`src/rtl/packetfilt_pkg.sv`:
```
// Shared definitions for the packet filter VM and its stream snooper.
// Holds the snooper state encoding, lockout length and drop-counter helpers.
package packetfilt_pkg;

    typedef enum logic [1:0] {
        ST_IDLE    = 2'd0,
        ST_WRITING = 2'd1,
        ST_DROP    = 2'd2,
        ST_DONE    = 2'd3
    } snoop_state_e;

    localparam int LOCKOUT_LEN = 2;
    localparam int LOCK_W      = $clog2(LOCKOUT_LEN + 1);
    localparam int DROP_CNT_W  = 32;

    function automatic logic [DROP_CNT_W-1:0] sat_inc(input logic [DROP_CNT_W-1:0] v);
        return (v == '1) ? v : v + 1'b1;
    endfunction

endpackage

```
`src/rtl/axistream_snooper.sv`:
```
// Passive AXI-Stream tap copying accepted packets into the VM packet memory.
// Optional saturating dropped-packet counter: define SNOOPER_DROP_COUNT_EN.
module axistream_snooper
    import packetfilt_pkg::*;
#(
    parameter int SNOOP_FWD_ADDR_WIDTH = 9,
    parameter int DATA_WIDTH           = 64
) (
    input  logic                            axi_aclk,
    input  logic                            rst,
    input  logic [DATA_WIDTH-1:0]           snoop_TDATA,
    input  logic                            snoop_TVALID,
    input  logic                            snoop_TREADY,
    input  logic                            snoop_TLAST,
    input  logic                            ready_for_snooper,
    output logic [SNOOP_FWD_ADDR_WIDTH-1:0] snooper_wr_addr,
    output logic [DATA_WIDTH-1:0]           snooper_wr_data,
    output logic                            snooper_wr_en,
`ifdef SNOOPER_DROP_COUNT_EN
    output logic [DROP_CNT_W-1:0]           dropped_count,
`endif
    output logic                            snooper_done
);

    localparam logic [SNOOP_FWD_ADDR_WIDTH-1:0] ADDR_MAX = '1;

    snoop_state_e                    state_q, state_d;
    logic [SNOOP_FWD_ADDR_WIDTH-1:0] wr_addr_q, wr_addr_d;
    logic [DATA_WIDTH-1:0]           wr_data_q, wr_data_d;
    logic                            wr_en_q, wr_en_d;
    logic                            done_q, done_d;
    logic [LOCK_W-1:0]               lock_q, lock_d;

    logic beat;
    logic start_state;
    logic start_ok;

    assign beat        = snoop_TVALID & snoop_TREADY;
    // DONE also accepts first beats; lockout is always active there.
    assign start_state = (state_q == ST_IDLE) || (state_q == ST_DONE);
    assign start_ok    = ready_for_snooper && (lock_q == '0);

    always_ff @(posedge axi_aclk or posedge rst) begin
        if (rst) state_q <= ST_IDLE;
        else     state_q <= state_d;
    end

    always_comb begin
        state_d = state_q;
        unique case (state_q)
            ST_IDLE, ST_DONE: begin
                if (state_q == ST_DONE) state_d = ST_IDLE;
                if (beat) begin
                    if (start_ok) state_d = snoop_TLAST ? ST_DONE : ST_WRITING;
                    else          state_d = snoop_TLAST ? ST_IDLE : ST_DROP;
                end
            end
            ST_WRITING: if (beat && snoop_TLAST) state_d = ST_DONE;
            ST_DROP:    if (beat && snoop_TLAST) state_d = ST_IDLE;
            default:    state_d = ST_IDLE;
        endcase
    end

    always_comb begin
        wr_en_d   = 1'b0;
        done_d    = (state_q == ST_DONE);
        wr_addr_d = wr_addr_q;
        wr_data_d = wr_data_q;
        lock_d    = (lock_q != '0) ? lock_q - LOCK_W'(1) : lock_q;
        if (beat && start_state && start_ok) begin
            wr_en_d   = 1'b1;
            wr_addr_d = '0;
            wr_data_d = snoop_TDATA;
            if (snoop_TLAST) lock_d = LOCK_W'(LOCKOUT_LEN);
        end else if (beat && state_q == ST_WRITING) begin
            // Beyond the last buffer slot the packet is truncated; address holds.
            if (wr_addr_q != ADDR_MAX) begin
                wr_en_d   = 1'b1;
                wr_addr_d = wr_addr_q + 1'b1;
                wr_data_d = snoop_TDATA;
            end
            if (snoop_TLAST) lock_d = LOCK_W'(LOCKOUT_LEN);
        end
    end

    always_ff @(posedge axi_aclk or posedge rst) begin
        if (rst) begin
            wr_en_q   <= 1'b0;
            done_q    <= 1'b0;
            wr_addr_q <= '0;
            wr_data_q <= '0;
            lock_q    <= '0;
        end else begin
            wr_en_q   <= wr_en_d;
            done_q    <= done_d;
            wr_addr_q <= wr_addr_d;
            wr_data_q <= wr_data_d;
            lock_q    <= lock_d;
        end
    end

    assign snooper_wr_en   = wr_en_q;
    assign snooper_done    = done_q;
    assign snooper_wr_addr = wr_addr_q;
    assign snooper_wr_data = wr_data_q;

`ifdef SNOOPER_DROP_COUNT_EN
    logic [DROP_CNT_W-1:0] drop_cnt_q, drop_cnt_d;

    always_comb begin
        drop_cnt_d = drop_cnt_q;
        if (beat && start_state && !start_ok) drop_cnt_d = sat_inc(drop_cnt_q);
    end

    always_ff @(posedge axi_aclk or posedge rst) begin
        if (rst) drop_cnt_q <= '0;
        else     drop_cnt_q <= drop_cnt_d;
    end

    assign dropped_count = drop_cnt_q;
`endif

endmodule

```
`config.mk`:
```
export PLATFORM = sky130hd
export DESIGN_NAME = axistream_snooper
export DESIGN_NICKNAME = d
export VERILOG_FILES = /design/src/rtl/packetfilt_pkg.sv /design/src/rtl/axistream_snooper.sv
export SDC_FILE = /design/constraint.sdc
export NUM_CORES = 1
export LEC_CHECK = 0
export BUFFER_PORTS_ARGS = -buffer_cell sky130_fd_sc_hd__buf_2
export CORE_MARGIN = 3
export CORE_UTILIZATION = 31
export DETAILED_ROUTE_END_ITERATION = 7
export GPL_TIMING_DRIVEN = 0
export HOLD_SLACK_MARGIN = 0.02
export PLACE_DENSITY_LB_ADDON = 0.08
export SLEW_MARGIN = 10
export SYNTH_ARGS = -nofsm -noshare
export SYNTH_HDL_FRONTEND = slang
export SYNTH_SLANG_ARGS = --single-unit
```
`constraint.sdc`:
```
create_clock -name axi_aclk -period 2.9 [get_ports axi_aclk]
set_clock_uncertainty 0.05 [all_clocks]
set_input_delay 0.145 -clock axi_aclk [delete_from_list [all_inputs] [get_ports axi_aclk]]
set_output_delay 0.145 -clock axi_aclk [all_outputs]
set_load 0.1 [all_outputs]
```
==> results of run 1 <==
[stage by stage]
stage               cell area, sq um  utilization [%]  TNS [ns]
global route                    5177            49.27         0
CTS                             5177            49.27         0
finish                          5177            49.27         0
floorplan                       3407                -         0
global placement                4298            40.90    -36.17
detailed placement              4320            41.11         0
[cell usage after synthesis]
cell type	instances	area [sq um]
mux2_2	17	191.4
inv_1	5	18.77
and3b_1	1	8.760
nand4b_1	1	8.760
mux2i_1	2	20.02
nor2b_2	1	8.760
or3_1	1	6.260
dfrtp_1	79	1977
nor2_1	10	37.54
nand3_1	5	25.02
mux2_4	44	660.6
ha_1	5	62.56
nand2b_4	1	13.76
a21oi_1	1	5.000
buf_2	2	10.01
nand2_1	6	22.52
nor3_1	4	20.02
and3_1	1	6.260
buf_4	1	7.510
mux2_1	5	56.30
nand3b_1	1	7.510
nand2b_1	2	12.51
o21ai_0	4	20.02
nor3b_2	1	12.51
buf_12	6	120.1
xnor2_1	5	43.79
nand4_1	1	6.260
xor2_1	2	17.52
[registers in the layout (all words and copies together) (netlist names)]
signal           flops
snooper_wr_data     64
snooper_wr_addr      9
lock_q               2
state_q              2
snooper_done         1
snooper_wr_en        1
[worst max path at each step]
stage / slack [ns] / cells after the start / end / startpoint
after global placement: -0.46 / 2 / snooper_wr_data[39] / rst
after floorplan: 0.31 / 9 / snooper_wr_data[13] / snooper_wr_addr[0]
after global routing: 0.58 / 9 / snooper_wr_data[16] / snooper_wr_addr[0]
after CTS: 0.69 / 9 / snooper_wr_data[16] / snooper_wr_addr[0]
after detailed placement: 0.71 / 9 / snooper_wr_data[16] / snooper_wr_addr[0]
final: 0.73 / 9 / snooper_wr_data[16] / snooper_wr_addr[0]
[timing repair]
item,4_1_cts,5_1_grt
hold buffers,65,0
gates resized for setup,0,0
endpoints found under the hold margin,101,0
[routing by layer]
metal  GRT usage, %  vias to the layer above  routed length (um)  share of wire [%]
li1               -                     1181                   -                  -
met1          17.22                     1174                3595                 46
met2          20.83                       90                3617                 47
met3          3.166                        6                 486                6.3
met4          4.680                        0                  72               0.93
met5              0                        -                   0                  0
[kinds of logic (layout without fill, tap and decap cells)]
group	count (synthesis)	in the layout	synth area share [%]
DFF	79	79	58.02
AOI/OAI and AO/OA	5	5	0.7344
adders and majority gates	5	5	1.836
xor gates and xnor gates	7	7	1.800
and+or+nand+nor	36	36	5.766
muxes	68	68	27.25
buffers and inverters	14	240	4.591
[critical path: cells and delay by family, from the launching register on]
kind / cells / cell delay [ns]
flip-flops: 1 / 0.43
buffers and inverters: 2 / 0.31
AND/OR/NAND/NOR: 4 / 0.49
multiplexers: 1 / 0.33
adder cells (fa/ha/maj): 2 / 0.42
[area by class of cell]
type	count	area (sq um)
multi-input combinational	121	1274
tap	136	170.2
inverter	5	21.27
fill	945	5331
clock inverter	5	65.06
buffer	9	137.6
sequential	79	1977
clock buffer	11	141.4
timing repair buffer	210	1391
==> flow_summary.json, run 1 <==
{
  "status": "finished, final reports clean",
  "hold_path.class": "in2reg",
  "slowest_stage": "dfrtp_1",
  "max_stage_delay_ns": 0.43,
  "min-delay-start": "snoop_TLAST",
  "coreArea_sq_mm": 0.01051,
  "hold_depth": 3,
  "clkTransAtPathRegs_ns": 0.08,
  "io_pins": 145,
  "grt_setup_unrepaired": "no",
  "cts_inserted_buffers": 9,
  "slew_violations": 0,
  "drt_wl_total_mm": 7.772,
  "cp_max_fo": 10,
  "fin_ws_ns": 0.7319,
  "gp_congestion": 0.7180,
  "min_to": "lock_q[1]",
  "fin_crit_ns": 2.168,
  "seq_area_frac_synth_pct": 58.02,
  "post-cts-setup-buffers": 0,
  "die_x_um": 110.8,
  "ys_ff_latch": 79,
  "antenna_cells": 0,
  "timing.hold.ws_ns": 0.08611,
  "final_common_cell": "buf_2",
  "gr-total-overflow": 0,
  "cts.htree.levels": 3,
  "antenna_found_initial": 0,
  "layout_common_cells": "146 x buf_2, 79 x dfrtp_1, 65 x dlygate4sd3_1, 44 x mux2_4, 17 x mux2_2",
  "drt_iter0_drc": 80,
  "routed_via_density": 4.255,
  "fin_crit_sh_pct": 74.76,
  "stdcell_count": 576,
  "grt_first_pass_wirelength_mm": 13.12,
  "drc": 0,
  "rr_startpoint": "snooper_wr_addr[0]",
  "worst_pin_slew_ns": 0.5141,
  "critPathKind": "reg2reg",
  "dp.cells": 495,
  "fmax_mhz": 461.2,
  "hpwl_mm": 5.237,
  "port_buffers": 144,
  "area_growth_pct": 51.96,
  "syn-instance-count": 214,
  "drt.antenna.violating_nets": 0,
  "clock_path_buffers": 2,
  "timing.rr.end": "snooper_wr_data[16]",
  "grt_max_degree": 43,
  "slew_headroom_pct": 65.96,
  "grt_pass1_vias": 2577,
  "num_vias": 2451,
  "cts_num_sinks": 79,
  "clkLatencyLatePin_ns": 0.34,
  "cp-end-kind": "register",
  "fin_nets": 510,
  "pre_cts_slack_ns": 0.7115,
  "cap_violations": 0,
  "r2r_slack_ns": 0.73,
  "required_ns": 3.07,
  "start_util_pct": 32.42,
  "die_area_sq_mm": 0.01228,
  "crit_chain": "ha_1 -> nand3_1 -> nor2_1 -> ha_1 -> nand4b_1 -> nand2b_4 -> buf_12 -> buf_12 -> mux2_1",
  "avgSynthCellArea_sq_um": 15.92,
  "syn_area_sq_mm": 0.003407,
  "grt_use_total_pct": 13.03,
  "setup_viol": 0,
  "crit_arrival_ns": 2.34,
  "cts-root-buf": "clkbuf_8",
  "drive_above_1_share_pct": 53.18,
  "fp.dieH_um": 110.8,
  "drt-pass1-iter-count": 4,
  "cts_tree": "built",
  "crit_path_start_kind": "register",
  "reg2reg_depth": 9,
  "hold_violations": 0,
  "rows": 37,
  "yosysWarnings": 0,
  "syn-num-nets": 289,
  "ys_types": 28,
  "wl_per_cell_um": 13.49
}
Power of run 1 is not shown: default switching activity piles up to over one toggle a cycle in this logic, so the estimate is an artifact.
==> run 2, diff against run 1 <==
==> constraint.sdc (replaced) <==
create_clock -name axi_aclk -period 2.18 [get_ports axi_aclk]
set_clock_uncertainty 0.05 [all_clocks]
set_input_delay 0.109 -clock axi_aclk [delete_from_list [all_inputs] [get_ports axi_aclk]]
set_output_delay 0.109 -clock axi_aclk [all_outputs]
set_load 0.1 [all_outputs]
==> run 2 against run 1 <==
Effect of this change:
- die area stayed put
- hold slack better by 0.083 ns
- sequential cell count stayed put
- via count is 3.5% higher
- non-clock buffer count is 12 higher
- first-iteration DRC count is 33% lower
- final area is 4.3% higher
- sequential share of layout area is 1.3 points lower
- utilization is 2.1 points higher
- register-to-register slack worse by 0.71 ns
- largest cell class unchanged
- highest routed layer unchanged
==> flow_summary.json, run 2 (synthesis results as in run 1) <==
{
  "antenna_cells": 0,
  "slowest_stage": "dfrtp_4",
  "rows": 37,
  "path_common_cell": "buf_12",
  "coreArea_sq_mm": 0.01051,
  "fin_crit_ns": 2.156,
  "cts.htree.levels": 3,
  "final_common_cell": "buf_2",
  "die_area_sq_mm": 0.01228,
  "cap_violations": 0,
  "drive_above_1_share_pct": 58.19,
  "rr_startpoint": "snooper_wr_addr[1]",
  "fmax_mhz": 463.8,
  "cts_num_sinks": 79,
  "drt_wl_total_mm": 8.385,
  "grt_pass1_vias": 2704,
  "crit_chain": "ha_4 -> nand3_2 -> nor2_2 -> ha_2 -> nand4b_1 -> nand2b_4 -> buf_12 -> buf_12 -> mux2_4",
  "min_to": "lock_q[1]",
  "crit_path_start_kind": "register",
  "grt_max_degree": 36,
  "wl_per_cell_um": 14.26,
  "fp.dieH_um": 110.8,
  "clkLatencyLatePin_ns": 0.34,
  "cp_max_fo": 10,
  "gp_congestion": 0.7036,
  "hold_depth": 4,
  "reg2reg_depth": 9,
  "drt.antenna.violating_nets": 0,
  "drt-pass1-iter-count": 3,
  "fin_crit_sh_pct": 98.89,
  "hold_violations": 0,
  "grt_setup_unrepaired": "yes",
  "final_area_sq_mm": 0.005400,
  "cp-end-kind": "register",
  "clkTransAtPathRegs_ns": 0.08,
  "stdcell_count": 588,
  "min-delay-start": "snoop_TREADY",
  "routed_via_density": 4.313,
  "largest_reg_flops": 64,
  "crit_arrival_ns": 2.33,
  "slew_headroom_pct": 62.72,
  "hpwl_mm": 5.285,
  "layout_common_cells": "146 x buf_2, 70 x dfrtp_1, 66 x dlygate4sd3_1, 49 x mux2_4, 17 x mux2_2",
  "clock_path_buffers": 2,
  "slew_violations": 0,
  "critPathKind": "reg2reg",
  "cts-root-buf": "clkbuf_8",
  "max_stage_delay_ns": 0.51,
  "port_buffers": 144,
  "drc": 0,
  "required_ns": 2.36,
  "drt_iter0_drc": 54,
  "r2r_slack_ns": 0.02,
  "grt_use_total_pct": 13.49,
  "antenna_found_initial": 0,
  "io_pins": 145,
  "cts_inserted_buffers": 9,
  "die_x_um": 110.8,
  "setup_viol": 0,
  "timing.rr.end": "snooper_wr_data[5]",
  "grt_first_pass_wirelength_mm": 13.43,
  "fillCellCount": 913,
  "placed_cell_area_sq_mm": 0.004393,
  "num_vias": 2536,
  "cts_tree": "built",
  "area_growth_pct": 58.50,
  "gr-total-overflow": 0,
  "worst_pin_slew_ns": 0.5581,
  "status": "finished, final reports clean",
  "hold_path.class": "in2reg",
  "fin_nets": 522,
  "start_util_pct": 32.42,
  "dp.cells": 496
}
==> run 2: worst max path at each step <==
stage                       start                   to  slack [ns]  cells past startpoint
5_1_grt        snooper_wr_addr[1]  snooper_wr_data[44]       -0.06                      9
3_3_place_gp   snooper_wr_addr[0]  snooper_wr_data[13]        0.05                      9
6_report       snooper_wr_addr[1]   snooper_wr_data[5]        0.02                      9
2_1_floorplan  snooper_wr_addr[1]  snooper_wr_data[13]       -0.02                      9
3_5_place_dp   snooper_wr_addr[0]  snooper_wr_data[13]        0.04                      9
4_1_cts        snooper_wr_addr[0]  snooper_wr_data[13]        0.02                      9
==> run 2: area by class of cell <==
class / instances / area, sq um / share of cell area [%]
well taps: 136 / 170.2 / 3.151
inverters: 5 / 22.52 / 0.4171
flip-flops and latches: 79 / 1993 / 36.91
clock inverters: 6 / 85.08 / 1.576
plain buffers: 9 / 137.6 / 2.549
multi-input cells: 121 / 1315 / 24.35
clock buffers: 10 / 127.6 / 2.363
repair buffers: 222 / 1549 / 28.68
==> run 2: through the flow <==
step,utilization [%],TNS (ns),setup slack [ns],hold WS (ns)
final,51.39,0,0.02409,0.1688
after detailed placement,41.80,0,0.04496,0.1466
after global routing,51.39,-1.966,-0.05875,0.2090
after CTS,50.11,0,0.02412,0.1421
after floorplan,-,-0.2430,-0.02422,0.1937
after global placement,41.42,0,0.04947,0.2779
==> run 2: layer usage <==
| layer | track usage (%) | part of all wire, % |
|---|---|---|
| met2 | 23.10 | 51 |
| met1 | 15.63 | 41 |
| met4 | 5.090 | 2.0 |
| met5 | 0 | 0 |
| met3 | 4.476 | 5.6 |
==> run 2: worst max-delay path, delay by kind of cell, from the launching register on <==
kind                       cells  cell delay (ns)
DFF                            1             0.51
and+or+nand+nor                4             0.50
adders and majority gates      2             0.34
buffers and inverters          2             0.32
muxes                          1             0.31
==> run 2: repair_timing <==
action	4_1_cts	5_1_grt
hold buffers	66	0
setup endpoints to repair	0	53
buffers inserted	0	7
gates resized for setup	0	2
hold endpoints to repair	86	0
Power of run 2 is left out for the same reason.
==> run 3, diff against run 2 <==
--- a/config.mk
+++ b/config.mk
@@ -11,6 +11,7 @@
 export DETAILED_ROUTE_END_ITERATION = 7
 export GPL_TIMING_DRIVEN = 0
 export HOLD_SLACK_MARGIN = 0.02
+export MAX_ROUTING_LAYER = met4
 export PLACE_DENSITY_LB_ADDON = 0.08
 export SLEW_MARGIN = 10
 export SYNTH_ARGS = -nofsm -noshare
==> run 3 against run 2 <==
Effect of this change:
- critical path depth did not move
- maximum frequency rose by 0.11%
- sequential cell count did not move
- die area stayed put
- global-route usage is 0.40 points higher
==> flow_summary.json, run 3 (synthesis results as in run 1) <==
{
  "cp.buffers_inverters": 2,
  "clkTransAtPathRegs_ns": 0.08,
  "rows": 37,
  "antenna_cells": 0,
  "coreArea_sq_mm": 0.01051,
  "crit_family": "flip-flops",
  "required_ns": 2.36,
  "hold_path.class": "in2reg",
  "setup_viol": 0,
  "cts_inserted_buffers": 9,
  "area_growth_pct": 58.50,
  "cp-end-kind": "register",
  "port_buffers": 144,
  "start_util_pct": 32.42,
  "drt.antenna.violating_nets": 0,
  "grt_setup_unrepaired": "yes",
  "fp.dieH_um": 110.8,
  "die_area_sq_mm": 0.01228,
  "drive_above_1_share_pct": 58.19,
  "cts.htree.levels": 3,
  "r2r_slack_ns": 0.03,
  "crit_arrival_ns": 2.33,
  "crit_path_start_kind": "register",
  "grt_first_pass_wirelength_mm": 13.41,
  "cts-root-buf": "clkbuf_8",
  "cap_violations": 0,
  "status": "finished, final reports clean",
  "cts_tree": "built",
  "slowest_stage": "dfrtp_4",
  "gr-total-overflow": 0,
  "path_common_cell": "buf_12",
  "hpwl_mm": 5.285,
  "drt_wl_total_mm": 8.389,
  "slew_headroom_pct": 62.72,
  "pre_cts_slack_ns": 0.04496,
  "gp_congestion": 0.7114,
  "final_common_cell": "buf_2",
  "wl_per_cell_um": 14.27,
  "grt_max_degree": 36,
  "timing.rr.end": "snooper_wr_data[5]",
  "fin_crit_sh_pct": 98.79,
  "drc": 0,
  "grt_pass1_vias": 2708,
  "clkLatencyLatePin_ns": 0.34,
  "grt_use_total_pct": 13.88,
  "fin_ws_ns": 0.02639,
  "max_stage_delay_ns": 0.51,
  "slew_violations": 0,
  "fmax_mhz": 464.3,
  "drt_iter0_drc": 66,
  "die_x_um": 110.8,
  "reg2reg_depth": 9,
  "worst_pin_slew_ns": 0.5580,
  "cp_max_fo": 10,
  "layout_common_cells": "146 x buf_2, 70 x dfrtp_1, 66 x dlygate4sd3_1, 49 x mux2_4, 17 x mux2_2",
  "clock_path_buffers": 2,
  "io_pins": 145,
  "drt-pass1-iter-count": 4,
  "hold_violations": 0,
  "rr_startpoint": "snooper_wr_addr[1]",
  "routed_via_density": 4.315,
  "fin_nets": 522,
  "endpoint": "snooper_wr_data[5]",
  "largest_reg_flops": 64,
  "fin_crit_ns": 2.154,
  "crit_chain": "ha_4 -> nand3_2 -> nor2_2 -> ha_2 -> nand4b_1 -> nand2b_4 -> buf_12 -> buf_12 -> mux2_4",
  "antenna_found_initial": 0,
  "num_vias": 2537,
  "path_depth": 9,
  "cts_num_sinks": 79,
  "critPathKind": "reg2reg",
  "worstSetupStartpoint": "snooper_wr_addr[1]"
}
run 3: cell counts in the layout (fill, tap and decap cells not counted):
No cell type changed its count.
run 3: worst min-delay path, cell delays in order:
cell and delay, ns:
buf_2 0.12, and3_1 0.14, o21ai_0 0.09, nand2_1 0.07
run 3: layout make-up:
| type | count | area [sq um] |
|---|---|---|
| inverters | 5 | 22.52 |
| flip-flops and latches | 79 | 1993 |
| plain buffers | 9 | 137.6 |
| clock inverters | 6 | 85.08 |
| repair buffers | 222 | 1549 |
| well taps | 136 | 170.2 |
| multi-input cells | 121 | 1315 |
| clock buffers | 10 | 127.6 |
| fillers | 913 | 5109 |
run 3: through the flow:
step | hold WS (ns) | util, % | instance area [sq um] | instances | setup TNS [ns]
final | 0.1699 | 51.39 | 5400 | 588 | 0
after global routing | 0.2089 | 51.39 | 5400 | 588 | -1.979
after CTS | 0.1421 | 50.11 | 5266 | 578 | 0
after detailed placement | 0.1466 | 41.80 | 4393 | 496 | 0
after global placement | 0.2779 | 41.42 | 4353 | 494 | 0
after floorplan | 0.1937 | - | 3462 | 214 | -0.2430
run 3: worst min-delay path by stage:
| stage | from | to | slack [ns] | depth (start not counted) |
|---|---|---|---|---|
| 2_1_floorplan | snoop_TDATA[13] | snooper_wr_data[13] | 0.19 | 1 |
| 3_3_place_gp | snoop_TDATA[13] | snooper_wr_data[13] | 0.28 | 2 |
| 3_5_place_dp | rst | snooper_wr_data[29] | 0.15 | 2 |
| 4_1_cts | snoop_TREADY | lock_q[1] | 0.14 | 4 |
| 5_1_grt | snoop_TREADY | lock_q[1] | 0.21 | 4 |
| 6_report | snoop_TREADY | lock_q[1] | 0.17 | 4 |
run 3: repair_timing:
item	4_1_cts	5_1_grt
resized for setup	0	2
hold endpoints to repair	86	0
setup buffers	0	7
hold buffers	66	0
endpoints found under the setup margin	0	53
run 3: layer usage:
metal,routed length (um),global-route usage (%),vias up
met5,0,-,-
met4,164,5.090,0
met3,427,4.203,13
met2,4285,23.10,80
met1,3511,15.84,1244
li1,-,-,1200
Power of run 3 is left out for the same reason.
